--- src/rtl/alu_operand_sequencer.sv ---
// alu_operand_sequencer: debounced capture of ALU operands and op select from board switches.
// Optional auto-cycle mode (sel sweeps 00..11) is built only when AUTO_CYCLE_EN is defined.
//
// state    | meaning
// IDLE     | waiting for a load (or auto) press
// CAPTURE  | operands latched on entry edge
// VALID    | op_valid high for this one cycle
// WAIT_REL | load button still held, no recapture until released
// AUTO     | sel stepped every AUTO_PERIOD cycles, operands resampled each step

module alu_operand_sequencer #(
    parameter int SYNC_STAGES     = 2,
    parameter int DEBOUNCE_CYCLES = 4,
    parameter int AUTO_PERIOD     = 8
) (
    input  logic       clk,
    input  logic       rst_n,
    input  logic [3:0] sw_a,
    input  logic [1:0] sw_b,
    input  logic [1:0] sw_sel,
    input  logic       btn_load,
    input  logic       btn_auto,
    output logic [3:0] A,
    output logic [1:0] B,
    output logic [1:0] sel,
    output logic       op_valid,
    output logic       busy,
    output logic       auto_active
);

    localparam int CW = (DEBOUNCE_CYCLES > 2) ? $clog2(DEBOUNCE_CYCLES) : 1;
    localparam logic [CW-1:0] CNT_TC = CW'(DEBOUNCE_CYCLES - 1);

`ifdef AUTO_CYCLE_EN
    localparam int NB = 2;
    localparam int TW = (AUTO_PERIOD > 2) ? $clog2(AUTO_PERIOD) : 1;
    localparam logic [TW-1:0] TMR_TC = TW'(AUTO_PERIOD - 1);
`else
    localparam int NB = 1;
`endif

    typedef enum logic [2:0] {
        S_IDLE,
        S_CAPTURE,
        S_VALID,
`ifdef AUTO_CYCLE_EN
        S_AUTO,
`endif
        S_WAIT_REL
    } state_t;

    state_t r_state;

    logic [NB-1:0][SYNC_STAGES-1:0] r_sync;
    logic [NB-1:0][CW-1:0]          r_cnt;
    logic [NB-1:0]                  r_db;
    logic [NB-1:0]                  r_db_q;
    logic [NB-1:0]                  w_btn;
    logic [NB-1:0]                  w_press;
    logic                           w_press_load;
    logic                           w_db_load;

    logic [3:0] r_a;
    logic [1:0] r_b;
    logic [1:0] r_sel;
    logic       r_op_valid;

`ifdef AUTO_CYCLE_EN
    logic          r_auto_active;
    logic          r_pend;
    logic [TW-1:0] r_timer;
    logic          w_press_auto;

    assign w_btn        = {btn_auto, btn_load};
    assign w_press_auto = w_press[1];
`else
    logic w_unused_auto;

    assign w_btn         = btn_load;
    assign w_unused_auto = btn_auto;
`endif

    assign w_press      = r_db & ~r_db_q;
    assign w_press_load = w_press[0];
    assign w_db_load    = r_db[0];

    // Bit 0 is the load button, bit 1 (when built) the auto button.
    always_ff @(posedge clk or negedge rst_n) begin
        if (!rst_n) begin
            r_sync <= '0;
            r_cnt  <= '0;
            r_db   <= '0;
            r_db_q <= '0;
        end else begin
            for (int i = 0; i < NB; i++) begin
                r_sync[i] <= {r_sync[i][SYNC_STAGES-2:0], w_btn[i]};
                r_db_q[i] <= r_db[i];
                if (r_sync[i][SYNC_STAGES-1] == r_db[i]) begin
                    r_cnt[i] <= '0;
                end else if (r_cnt[i] == CNT_TC) begin
                    r_db[i]  <= r_sync[i][SYNC_STAGES-1];
                    r_cnt[i] <= '0;
                end else begin
                    r_cnt[i] <= r_cnt[i] + 1'b1;
                end
            end
        end
    end

    always_ff @(posedge clk or negedge rst_n) begin
        if (!rst_n) begin
            r_state    <= S_IDLE;
            r_a        <= '0;
            r_b        <= '0;
            r_sel      <= '0;
            r_op_valid <= 1'b0;
`ifdef AUTO_CYCLE_EN
            r_auto_active <= 1'b0;
            r_pend        <= 1'b0;
            r_timer       <= '0;
`endif
        end else begin
            r_op_valid <= 1'b0;
            case (r_state)
                S_IDLE: begin
                    if (w_press_load) begin
                        r_state <= S_CAPTURE;
                        r_a     <= sw_a;
                        r_b     <= sw_b;
                        r_sel   <= sw_sel;
                    end
`ifdef AUTO_CYCLE_EN
                    else if (w_press_auto) begin
                        r_state       <= S_AUTO;
                        r_auto_active <= 1'b1;
                        r_a           <= sw_a;
                        r_b           <= sw_b;
                        r_sel         <= 2'b00;
                        r_pend        <= 1'b1;
                        r_timer       <= TMR_TC;
                    end
`endif
                end
                S_CAPTURE: begin
                    r_state    <= S_VALID;
                    r_op_valid <= 1'b1;
                end
                S_VALID: begin
                    r_state <= S_WAIT_REL;
                end
                S_WAIT_REL: begin
                    if (!w_db_load) begin
                        r_state <= S_IDLE;
                    end
                end
`ifdef AUTO_CYCLE_EN
                S_AUTO: begin
                    r_op_valid <= r_pend;
                    r_pend     <= 1'b0;
                    if (w_press_load) begin
                        // A pending step pulse would now describe stale operands, so drop it.
                        r_op_valid    <= 1'b0;
                        r_state       <= S_CAPTURE;
                        r_auto_active <= 1'b0;
                        r_a           <= sw_a;
                        r_b           <= sw_b;
                        r_sel         <= sw_sel;
                    end else if (w_press_auto) begin
                        r_state       <= S_IDLE;
                        r_auto_active <= 1'b0;
                    end else if (r_timer == '0) begin
                        r_timer <= TMR_TC;
                        r_sel   <= r_sel + 2'd1;
                        r_a     <= sw_a;
                        r_b     <= sw_b;
                        r_pend  <= 1'b1;
                    end else begin
                        r_timer <= r_timer - 1'b1;
                    end
                end
`endif
                default: r_state <= S_IDLE;
            endcase
        end
    end

    assign A        = r_a;
    assign B        = r_b;
    assign sel      = r_sel;
    assign op_valid = r_op_valid;
    assign busy     = |r_cnt;
`ifdef AUTO_CYCLE_EN
    assign auto_active = r_auto_active;
`else
    assign auto_active = 1'b0;
`endif

endmodule

--- config.mk ---
export PLATFORM = sky130hd
export DESIGN_NAME = alu_operand_sequencer
export DESIGN_NICKNAME = d
export VERILOG_FILES = /design/src/rtl/alu_operand_sequencer.sv
export SDC_FILE = /design/constraint.sdc
export NUM_CORES = 1
export LEC_CHECK = 0
export CAP_MARGIN = 30
export CORE_AREA = 8 8 64 66
export CTS_BUF_LIST = sky130_fd_sc_hd__clkbuf_8 sky130_fd_sc_hd__clkbuf_16
export DETAILED_ROUTE_END_ITERATION = 10
export DIE_AREA = 0 0 72 74
export SLEW_MARGIN = 20
export SYNTH_ARGS = -nofsm -noshare
export SYNTH_HDL_FRONTEND = slang
export SYNTH_SLANG_ARGS = --single-unit
--- constraint.sdc ---
create_clock -name clk -period 1.8 [get_ports clk]
set_input_delay 0.36 -clock clk [delete_from_list [all_inputs] [get_ports clk]]
set_output_delay 0.36 -clock clk [all_outputs]
set_load 0.01 [all_outputs]
==> results.toml, run 1 <==
[outcome]
status = "finished, final reports clean"

[die]
core_region_area_um2 = 3180
die-area_um2 = 5330
die_h_um = 74
num_rows = 21
start_util_pct = 23.1
io-pin-count = 23
die_w_um = 72

[worst_setup_path]
path_max_fanout = 3
cp.required_ns = 1.44
crit_cells = 4
path_class = "reg2out"
critical_path_buf_inv_count = 3
startpoint_type = "register"
arrival_ns = 1.16
critical_path.endpoint_type = "output pin"
crit_top_cell = "inv_1"
r2r_cells = 4
cpPeakStageDelay_ns = 0.37
path_cells = "inv_1, ha_1, inv_1, dlygate4sd2_1"
worst_path_max_delay_cell = "dfrtp_1"
crit_family = "flip-flops"

[synthesis]
synth-compound-area-share_pct = 3.07
avgSynthCellArea_um2 = 14.4
synth-xor-area-share_pct = 1.19
synth_area_leader_cell = "dfrtp_1"
synth_top_family_by_area = "multiplexers"
yosysSeqAreaShare_pct = 58.0
synth_mux_area_share_pct = 16.9
synth_cell_types = 17
synth_fa_ha_area_share_pct = 10.2
synthesis.area_um2 = 733
ys_warn_count = 0
synth_top_area_share_pct = 58.0
ys_ff_latch = 17
netlist_instances = 51
synthesis.nets = 69
synth-simple-area-share_pct = 5.97
synth_area_leaders = "dfrtp_1 (58%), mux2_2 (11%), ha_1 (10%)"

[place]
portBuffers = 20
place.gp.congestion = 0.718
place_area_um2 = 991
place_hpwl_um = 985

[finish]
layout_commonest_cell = "clkdlybuf4s50_1"
area_growth_pct = 41.3
antenna_cells = 0
post_route_cells_drive_above_1_share_pct = 21.3
design_area_um2 = 1040
nets = 94
layout_common_cells = "clkdlybuf4s50_1 (19), dfrtp_1 (17), mux2_2 (7)"

[clock_tree]
cts-buffers-inserted = 3
clk_root_buffer_cell = "clkbuf_8"
clock_latency_ns = 0.25
clockBufferDepth = 2
cts_max_level = 1
cts_tree = "built"
postCtsHoldBufs = 0
path_clk_slew_ns = 0.07
clock_sinks = 17

[grt]
overflow = 0
grt_usage_pct = 5.72
grt_max_degree = 18
antenna_found_initial = 0
grt_pass1_vias = 556
grt_pass1_wl_mm = 2.35

[pwr]
p_leak_nw = 0.481
p_per_area_nw_per_um2 = 1620
vdd_drop_max_uv = 783

[sta]
fin_skew_ns = 0.00481
rsz0062_at_grt = "false"
layout_min_cycle_time_ns = 1.52
fmax_mhz = 658
finalSetupViolCount = 0
finalMaxSlewViolations = 0
period_share_pct = 84.4
hold_violations = 0
tns_ns = 0

[detailed_routing]
dr.pass1.iters = 2
drt_iter0_drc = 8
wl_per_cell_um = 10.3
vias = 450
drtAntennaViolNets = 0
viasPerCell = 3.72
wl_mm = 1.24
drcViolationCount = 0

[min_path]
min_path_type = "reg2reg"
min_path_cells = 0

[flow_run]
max-cap-violations = 0
-- layer usage --
metal	wire length, µm	share of wire, %	global-route usage [%]	up-vias
li1	-	-	-	211
met5	0	0	0	-
met1	474	38	5.32	220
met2	623	50	9.62	17
met4	8	0.64	2.04	0
met3	137	11	4.18	2
-- sequential cells by signal, indices dropped and copies added, names as in the netlist --
name / count
r_sync: 2
r_db_q: 1
r_db: 1
B: 2
r_cnt: 2
sel: 2
A: 4
r_state: 2
op_valid: 1
-- area by class of cell --
type	instances	area, µm²
clock buffer	3	41.3
clock inverter	1	5.00
fill	327	2140
inverter	6	22.5
multi-input combinational	27	278
sequential	17	425
tap	46	57.6
timing repair buffer	21	206
-- cell families after synthesis --
kind of cell	Yosys count
xor+xnor	1
buf+inv	7
simple gates	5
other cells	1
compound gates	4
fa+ha+maj	6
flops	17
mux	10
-- cell usage after synthesis --
cell type  instances
inv_1              6
xnor2_1            1
nand2b_1           1
o21ai_1            1
a21oi_1            1
nor3_1             1
conb_1             1
ha_1               6
mux2_4             3
mux2_2             7
buf_4              1
nor2b_1            1
o21ai_0            1
a21boi_0           1
nand3b_4           1
and2_1             1
dfrtp_1           17
-- path summary, 6_finish.rpt --
check,startpoint,endpoint,slack (ns)
setup reg to reg,r_state[0],B[0],0.40
max in group asynchronous,rst_n,r_state[1],1.18
hold reg to reg,r_sync[0],r_sync[1],0.35
setup / recovery,r_cnt[0],busy,0.28
min in group asynchronous,rst_n,r_cnt[0],0.43
hold / removal,r_sync[0],r_sync[1],0.35
-- where the power goes --
group          switching, mW  internal (mW)
registers              0.110          0.553
clock network          0.125          0.153
logic                  0.275          0.462
total                  0.510           1.17
-- worst register-to-register path, stage by stage (launching register included) --
cell	delay [ns]
dfrtp_1	0.41
inv_1	0.10
ha_1	0.26
nand3b_4	0.18
mux2_4	0.33
-- metrics by stage --
step           util (%)  total power, mW  setup WS, ns  instances  hold WS (ns)
5_1_grt            32.6             1.83         0.221        121         0.372
3_3_place_gp       31.2             1.40         0.281        117         0.333
3_5_place_dp       31.2             1.44         0.264        117         0.339
4_1_cts            32.6             1.72         0.250        121         0.355
2_1_floorplan         -             1.09         0.505         51        0.0644
6_report           32.6             1.68         0.281        121         0.352
-- timing repair --
action / in CTS / in global routing
setup endpoints to repair: 1 / 0
buffers inserted: 0 / 0
resized for setup: 1 / 0
Note: power is estimated with default switching activity, not from simulation.
==> run 2, diff against run 1 <==
Clock period 1.8 ns to 1.55 ns, I/O delays scaled along.
==> results.toml, run 2 (synthesis results as in run 1) <==
[worst_setup_path]
path_cells = "clkdlybuf4s50_1"
path_class = "reg2out"
path_max_fanout = 2
crit_family = "buffers and inverters"
startpoint_type = "register"
critical_path.endpoint_type = "output pin"
cpPeakStageDelay_ns = 0.55
critical_path_buf_inv_count = 1
worst_path_max_delay_cell = "clkdlybuf4s50_1"
arrival_ns = 1.14
cp.required_ns = 1.24

[detailed_routing]
wl_per_cell_um = 10.4
drt_iter0_drc = 4
viasPerCell = 3.73
wl_mm = 1.27
drtAntennaViolNets = 0
vias = 455
drcViolationCount = 0
dr.pass1.iters = 2

[die]
die_w_um = 72
io-pin-count = 23
die_h_um = 74
die-area_um2 = 5330
num_rows = 21
core_region_area_um2 = 3180
start_util_pct = 23.1

[sta]
period_share_pct = 93.6
rsz0062_at_grt = "false"
layout_min_cycle_time_ns = 1.45
finalMaxSlewViolations = 0
finalSetupViolCount = 0
fmax_mhz = 689
hold_violations = 0
tns_ns = 0
fin_skew_ns = 0.00276

[grt]
antenna_found_initial = 0
grt_pass1_vias = 551
overflow = 0
grt_pass1_wl_mm = 2.42
grt_max_degree = 18
grt_usage_pct = 5.89

[clock_tree]
path_clk_slew_ns = 0.06
cts_tree = "built"
cts-buffers-inserted = 3
clk_root_buffer_cell = "clkbuf_8"
cts_max_level = 1
clockBufferDepth = 2
clock_sinks = 17
clock_latency_ns = 0.25

[place]
place_hpwl_mm = 1.00
portBuffers = 20
place.gp.congestion = 0.728
place_area_um2 = 991

[outcome]
status = "finished, final reports clean"

[min_path]
min_path_type = "reg2reg"

[pwr]
p_leak_nw = 0.486
p_per_area_nw_per_um2 = 1890
vdd_drop_max_uv = 939

[finish]
layout_commonest_cell = "clkdlybuf4s50_1"
antenna_cells = 0
post_route_cells_drive_above_1_share_pct = 22.4
layout_common_cells = "clkdlybuf4s50_1 (19), dfrtp_1 (17), mux2_2 (7)"
nets = 95
design_area_um2 = 1040
largest_reg_flops = 4
area_growth_pct = 42.3

[flow_run]
max-cap-violations = 0
-- run 2: worst paths after layout --
kind	startpoint	to	slack (ns)	cells past startpoint
setup / recovery	sel[0]	sel[0]	0.1	1
hold / removal	r_sync[0]	r_sync[1]	0.35	0
setup reg to reg	r_state[1]	B[0]	0.13	4
hold reg to reg	r_sync[0]	r_sync[1]	0.35	0
max in group asynchronous	rst_n	A[3]	0.98	2
min in group asynchronous	rst_n	op_valid	0.39	2
-- run 2: metal layers --
metal / routed length (µm) / up-vias / GRT usage (%) / share of wire, %
li1: - / 214 / - / -
met1: 504 / 222 / 5.79 / 40
met3: 134 / 2 / 4.18 / 11
met5: 0 / - / 0 / 0
met2: 627 / 17 / 9.62 / 49
met4: 8 / 0 / 2.04 / 0.63
-- run 2: stage by stage --
stage	utilization [%]	worst slack, ns	hold slack, ns	total power [mW]	std cells
final	32.8	0.0985	0.354	1.97	122
after global routing	32.8	0.0340	0.372	2.14	122
after CTS	32.8	0.0851	0.361	2.01	122
after detailed placement	31.2	0.0666	0.346	1.67	117
after global placement	31.2	0.0824	0.334	1.63	117
after floorplan	-	0.255	0.0144	1.27	51
-- run 2: report_power, final --
part           internal, mW  switching, mW  total, mW
Clock                 0.178          0.140      0.317
Combinational         0.549          0.331      0.880
Sequential            0.642          0.128      0.770
-- run 2: what timing repair did --
action | CTS | global route
hold buffers | 0 | 0
buffers inserted | 1 | 0
endpoints found under the setup margin | 1 | 0
gates resized for setup | 1 | 0
-- run 2: final cells by class --
type	instances	area, µm²
inverter	6	22.5
sequential	17	425
clock buffer	3	41.3
tap	46	57.6
timing repair buffer	22	214
clock inverter	1	5.00
multi-input combinational	27	278
fill	324	2140
